File: src/rtl/regbank_master.sv
// Command sequencer driving a 2-read/1-write register bank.
// Optional power-up clear sweep: define REGBANK_INIT_CLEAR_EN.
module regbank_master #(
    parameter int DW = 32,
    parameter int AW = 2
) (
    input  logic          clk,
    input  logic          rst_n,
    input  logic          cmd_valid,
    output logic          cmd_ready,
    input  logic [1:0]    cmd_op,
    input  logic [AW-1:0] cmd_a,
    input  logic [AW-1:0] cmd_b,
    input  logic [DW-1:0] cmd_data,
    output logic          rsp_valid,
    input  logic          rsp_ready,
    output logic [DW-1:0] rsp_data1,
    output logic [DW-1:0] rsp_data2,
    output logic          busy,
    output logic [AW-1:0] rb_ra1,
    output logic [AW-1:0] rb_ra2,
    output logic [AW-1:0] rb_wa,
    output logic          rb_write,
    output logic [DW-1:0] rb_wdata,
    input  logic [DW-1:0] rb_rdata1,
    input  logic [DW-1:0] rb_rdata2
);

    localparam int NREG = 2 ** AW;

    localparam logic [1:0] OP_WRITE = 2'b00;
    localparam logic [1:0] OP_READ  = 2'b01;
    localparam logic [1:0] OP_SWAP  = 2'b10;
    localparam logic [1:0] OP_COPY  = 2'b11;

    typedef enum logic [2:0] {
        S_INIT,
        S_IDLE,
        S_RD,
        S_WR1,
        S_WR2,
        S_RESP
    } state_e;

`ifdef REGBANK_INIT_CLEAR_EN
    localparam state_e RST_STATE = S_INIT;
    logic [AW:0] init_cnt_q, init_cnt_d;
`else
    localparam state_e RST_STATE = S_IDLE;
`endif

    state_e        state_q, state_d;
    logic [1:0]    op_q, op_d;
    logic [AW-1:0] a_q, a_d;
    logic [AW-1:0] b_q, b_d;
    logic [DW-1:0] tmp_q, tmp_d;
    logic          cmd_ready_q, cmd_ready_d;
    logic          busy_q, busy_d;
    logic          rsp_valid_q, rsp_valid_d;
    logic [DW-1:0] rsp_data1_q, rsp_data1_d;
    logic [DW-1:0] rsp_data2_q, rsp_data2_d;
    logic [AW-1:0] rb_ra1_q, rb_ra1_d;
    logic [AW-1:0] rb_ra2_q, rb_ra2_d;
    logic [AW-1:0] rb_wa_q, rb_wa_d;
    logic          rb_write_q, rb_write_d;
    logic [DW-1:0] rb_wdata_q, rb_wdata_d;

    // Next state plus next value of every registered output.
    always_comb begin
        state_d     = state_q;
        op_d        = op_q;
        a_d         = a_q;
        b_d         = b_q;
        tmp_d       = tmp_q;
        rsp_valid_d = rsp_valid_q;
        rsp_data1_d = rsp_data1_q;
        rsp_data2_d = rsp_data2_q;
        rb_ra1_d    = rb_ra1_q;
        rb_ra2_d    = rb_ra2_q;
        rb_wa_d     = rb_wa_q;
        rb_write_d  = 1'b0;
        rb_wdata_d  = rb_wdata_q;
`ifdef REGBANK_INIT_CLEAR_EN
        init_cnt_d  = init_cnt_q;
`endif
        unique case (state_q)
            S_INIT: begin
`ifdef REGBANK_INIT_CLEAR_EN
                if (init_cnt_q == (AW+1)'(NREG)) begin
                    state_d = S_IDLE;
                end else begin
                    rb_write_d = 1'b1;
                    rb_wa_d    = init_cnt_q[AW-1:0];
                    rb_wdata_d = '0;
                    init_cnt_d = init_cnt_q + 1'b1;
                end
`else
                state_d = S_IDLE;
`endif
            end
            S_IDLE: begin
                if (cmd_valid) begin
                    op_d = cmd_op;
                    a_d  = cmd_a;
                    b_d  = cmd_b;
                    if (cmd_op == OP_WRITE) begin
                        state_d    = S_WR1;
                        rb_write_d = 1'b1;
                        rb_wa_d    = cmd_a;
                        rb_wdata_d = cmd_data;
                    end else begin
                        state_d  = S_RD;
                        rb_ra1_d = cmd_a;
                        rb_ra2_d = cmd_b;
                    end
                end
            end
            S_RD: begin
                if (op_q == OP_READ) begin
                    state_d     = S_RESP;
                    rsp_valid_d = 1'b1;
                    rsp_data1_d = rb_rdata1;
                    rsp_data2_d = rb_rdata2;
                end else if (op_q == OP_SWAP || op_q == OP_COPY) begin
                    state_d    = S_WR1;
                    tmp_d      = rb_rdata1;
                    rb_write_d = 1'b1;
                    rb_wa_d    = a_q;
                    rb_wdata_d = rb_rdata2;
                end else begin
                    state_d = S_IDLE;
                end
            end
            S_WR1: begin
                if (op_q == OP_SWAP) begin
                    state_d    = S_WR2;
                    rb_write_d = 1'b1;
                    rb_wa_d    = b_q;
                    rb_wdata_d = tmp_q;
                end else begin
                    state_d = S_IDLE;
                end
            end
            S_WR2: state_d = S_IDLE;
            S_RESP: begin
                if (rsp_ready) begin
                    state_d     = S_IDLE;
                    rsp_valid_d = 1'b0;
                end
            end
            default: state_d = S_IDLE;
        endcase
        cmd_ready_d = (state_d == S_IDLE);
        busy_d      = (state_d != S_IDLE);
    end

    // State and registered outputs; reset drops any pending write at once.
    always_ff @(posedge clk or negedge rst_n) begin
        if (!rst_n) begin
            state_q     <= RST_STATE;
            op_q        <= '0;
            a_q         <= '0;
            b_q         <= '0;
            tmp_q       <= '0;
            cmd_ready_q <= (RST_STATE == S_IDLE);
            busy_q      <= (RST_STATE != S_IDLE);
            rsp_valid_q <= 1'b0;
            rsp_data1_q <= '0;
            rsp_data2_q <= '0;
            rb_ra1_q    <= '0;
            rb_ra2_q    <= '0;
            rb_wa_q     <= '0;
            rb_write_q  <= 1'b0;
            rb_wdata_q  <= '0;
`ifdef REGBANK_INIT_CLEAR_EN
            init_cnt_q  <= '0;
`endif
        end else begin
            state_q     <= state_d;
            op_q        <= op_d;
            a_q         <= a_d;
            b_q         <= b_d;
            tmp_q       <= tmp_d;
            cmd_ready_q <= cmd_ready_d;
            busy_q      <= busy_d;
            rsp_valid_q <= rsp_valid_d;
            rsp_data1_q <= rsp_data1_d;
            rsp_data2_q <= rsp_data2_d;
            rb_ra1_q    <= rb_ra1_d;
            rb_ra2_q    <= rb_ra2_d;
            rb_wa_q     <= rb_wa_d;
            rb_write_q  <= rb_write_d;
            rb_wdata_q  <= rb_wdata_d;
`ifdef REGBANK_INIT_CLEAR_EN
            init_cnt_q  <= init_cnt_d;
`endif
        end
    end

    assign cmd_ready = cmd_ready_q;
    assign busy      = busy_q;
    assign rsp_valid = rsp_valid_q;
    assign rsp_data1 = rsp_data1_q;
    assign rsp_data2 = rsp_data2_q;
    assign rb_ra1    = rb_ra1_q;
    assign rb_ra2    = rb_ra2_q;
    assign rb_wa     = rb_wa_q;
    assign rb_write  = rb_write_q;
    assign rb_wdata  = rb_wdata_q;

endmodule

File: config.mk
export PLATFORM = sky130hd
export DESIGN_NAME = regbank_master
export DESIGN_NICKNAME = d
export VERILOG_FILES = /design/src/rtl/regbank_master.sv
export SDC_FILE = /design/constraint.sdc
export NUM_CORES = 1
export LEC_CHECK = 0
export CAP_MARGIN = 10
export CORE_MARGIN = 1
export CORE_UTILIZATION = 50
export CTS_BUF_LIST = sky130_fd_sc_hd__clkbuf_16
export DETAILED_ROUTE_END_ITERATION = 6
export PLACE_DENSITY_LB_ADDON = 0.12
export SYNTH_ARGS = -nofsm -noshare
export SYNTH_HDL_FRONTEND = slang
export SYNTH_SLANG_ARGS = --single-unit
File: constraint.sdc
create_clock -name clk -period 4.5 [get_ports clk]
set_input_delay 0.675 -clock clk [delete_from_list [all_inputs] [get_ports clk]]
set_output_delay 0.675 -clock clk [all_outputs]
set_load 0.05 [all_outputs]
==> impl_results.md <==
- Run status: finished, final reports clean
- DRT Pass-1 Iters: 4
- Post-synth EDFFs: 0
- Avg WL per Cell: between 15 and 20 µm
- Final ANT Viol Nets: 0
- Sequential share of the synthesized area: 56.4%
- Final Core Density: ~73%
- Worst R2R Start: state_q[2]$_DFF_PN0_
- FF+latch area: 3680 µm²
- Rel. slew slack: a little over a fifth
- I/O pin total: between 200 and 250
- Final RePlAce weighted congestion: a little under 0.8
- Area occupied by multi-input gates: around 2700 µm²
- Worst setup path startpoint: state_q[2]$_DFF_PN0_
- CTS tree: built
- Crit-path leading delay family: compound AO/OA/AOI/OAI gates
- # fillers: 857
- Clock sink total: between 100 and 150
- Grt ovf: 0
- Net count, final: approximately 700
- Skew-Pair Late Insertion Delay: 0.41 ns
- Post-Route Setup TNS: 0 ns
- Vias in the first global route: about 4.5k
- Clock Skew: just under 0.008 ns
- Hold Crit Class: primary input to async pin
- Synth-to-layout area growth: 41.5%
- Leak: slightly above 4 nW
- Min Tclk post-route: between 2 and 3 ns
- R2R Setup Slk: 1.71 ns
- Final Setup Violations: 0
- Setup Crit Path Kind: flop to flop
- Min Hold Slack: roughly 0.43 ns
- Clk slew on worst S/H paths: about 0.060 ns
- Layout cells sized above 1: a little under a quarter
- TritonCTS Buffers: 17
- DRC: 0
- Die W: 116 µm
- Clock Path Buffers: 2
- RSZ-0062 raised after global routing: false
- VDD IR-drop max: between 500 and 600 µV
- Distinct cells, synth: 25
- Die height: 116 µm
- Critical Path AT: 3.09 ns
- Number of synthesized register bits: around 150
- Slew Viols, Final: 0
- Avg Cell Area, Syn: between 15 and 20 µm²
- CTS resizes: 0
- Crit-path slowest cell: a32o_2
- Syn Nets: roughly 510
- Port Buffer Count: between 200 and 250
- Dpl cells: about 760
- CP endpoint kind: flop
- Most frequent cell after synthesis: dfrtp_1
- Warnings, synthesis: 0
- Crit-path cells: nor2b_4, buf_4, a32o_2, mux2_2
- Share of the synthesized area in the top cell type: around 56%
- Diodes inserted: 0
- Fmax: 358 MHz
- Post-CTS Setup Bufs: 0
- DRT Wirelength: roughly 15000 µm
- Syn Inst Count: roughly 400
- Most frequent cells after synthesis: dfrtp_1 (145), mux2_1 (93), mux2_2 (65), mux2_4 (49), buf_2 (14)
- Total number of vias: about 4.1k
- Netlist Area Pre-Place: ~6500 µm²
- Pwr Density: between 800 and 900 nW/µm²
- Initial Util: about 52%
- Initial antenna violation count: 0
- FP Rows: between 40 and 50
- First-pass GRT wire length: between 20000 and 25000 µm
- Root buffer cell: clkbuf_16
- DP Wirelength: 9850 µm
- Vias per cell: approximately 5.2
- CP max FO: 35
- Total track usage: a little under a quarter
- Final Non-Filler Cells: about 800
- Number of max-cap violations: 0
- CP Buf/Inv Count: 1
- Slowest stage delay, CP: ~0.9 ns
- Post-Place Worst Slack: roughly 1.5 ns
- Startpoint Class: flop
- DRT iter0 DRCs: approximately 150
- Largest net degree at the start of global routing: between 100 and 150
- Worst slew pin tran: 1.17 ns
- Die area: between 10000 and 15000 µm²
- CTS Hold Bufs: 0
- Async S/R FF share, synth: 100%
- H-tree Lvls: 4
- Synth area leaders: dfrtp_1 (56%), mux2_1 (16%), mux2_4 (11%), mux2_2 (11%), buf_6 (1.2%)
- Final hold vios: 0
- Core area: between 10000 and 15000 µm²
- Cell taking the most area after synthesis: dfrtp_1
- Worst EP required: 4.80 ns
- Setup WS post-layout: about 1.7 ns
- Final period utilization: 62.1%
- Top FF cell, synth: dfrtp_1
final cells by class:
type                            count  share of cell area (%)
Tap cell                          172                    2.33
Clock inverter                     15                   0.975
Inverter                            2                  0.0813
Clock buffer                       17                    4.60
Multi-Input combinational cell    229                    29.0
Timing Repair Buffer              214                    23.1
Sequential cell                   147                    39.8
per-layer routing:
metal,GRT usage (%),up-vias,part of all wire [%]
li1,-,1864,-
met1,27.1,2088,41
met2,38.0,135,50
met3,8.67,19,6.9
met4,9.66,0,2.1
met5,0,-,0
worst paths after layout:
| kind | endpoint | depth (start not counted) |
|---|---|---|
| worst max-delay path | rb_wdata[24]$_DFFE_PN0P_ | 4 |
| worst min-delay path | rsp_data1[18]$_DFFE_PN0P_ | 1 |
| worst max register to register | rb_wdata[24]$_DFFE_PN0P_ | 4 |
| worst min register to register | tmp_q[14]$_DFFE_PN0P_ | 1 |
| max in group asynchronous | rb_wdata[11]$_DFFE_PN0P_ | 2 |
| min in group clk | tmp_q[14]$_DFFE_PN0P_ | 1 |
cells in the final DEF, fill, tap and decap left out:
cell             synthesis  final
o21ai_1                  2      2
buf_6                    7      1
dfstp_2                  2      2
nand2_4                  0      1
nand2_1                  4      3
buf_4                    3      3
inv_1                    2      8
nor2_1                   1      1
clkinv_1                 0      2
clkinv_2                 0      6
or2_1                    1      1
mux2_2                  65     65
o211a_1                  1      1
nor3b_2                  1      1
and4bb_1                 1      1
and2b_1                  1      1
nor2b_4                  0      1
a32o_2                   0      1
clkdlybuf4s50_1          0    210
nand3b_1                 1      1
a31oi_1                  1      1
o21ai_0                  2      2
mux2_4                  49     49
dfrtp_1                145    145
bufinv_16                0      1
a41oi_1                  1      1
and3b_2                  0      1
o211ai_1                 1      1
and3b_1                  2      1
mux2_1                  93     93
clkbuf_16                0     17
metrics by stage:
| step | total power [mW] | area, µm² |
|---|---|---|
| 5_1_grt | 8.32 | 9240 |
| 2_1_floorplan | 5.34 | 6530 |
| 6_report | 7.94 | 9240 |
| 3_5_place_dp | 6.74 | 8720 |
| 3_3_place_gp | 6.65 | 8720 |
| 4_1_cts | 8.02 | 9240 |
sequential cells by signal, indices dropped and copies added, names as in the netlist, 3 cells and up:
signal	flops
state_q	3
tmp_q	32
rsp_data1	32
rsp_data2	32
rb_wdata	32
kinds of logic after synthesis:
logic type             Yosys count  share of synthesized area (%)
multiplexers                   207                           38.5
buffers and inverters           26                           2.74
AND/OR/NAND/NOR                 13                           1.40
flip-flops                     147                           56.4
AO/OA/AOI/OAI                    9                          0.958
where the power goes:
part	total [mW]	leakage, nW	switching [mW]	internal, mW
Sequential	2.35	1.75	0.356	2.00
Combinational	4.35	2.07	2.53	1.82
Clock	1.24	0.282	0.506	0.735
No activity file was read; power rests on OpenSTA's default activity.
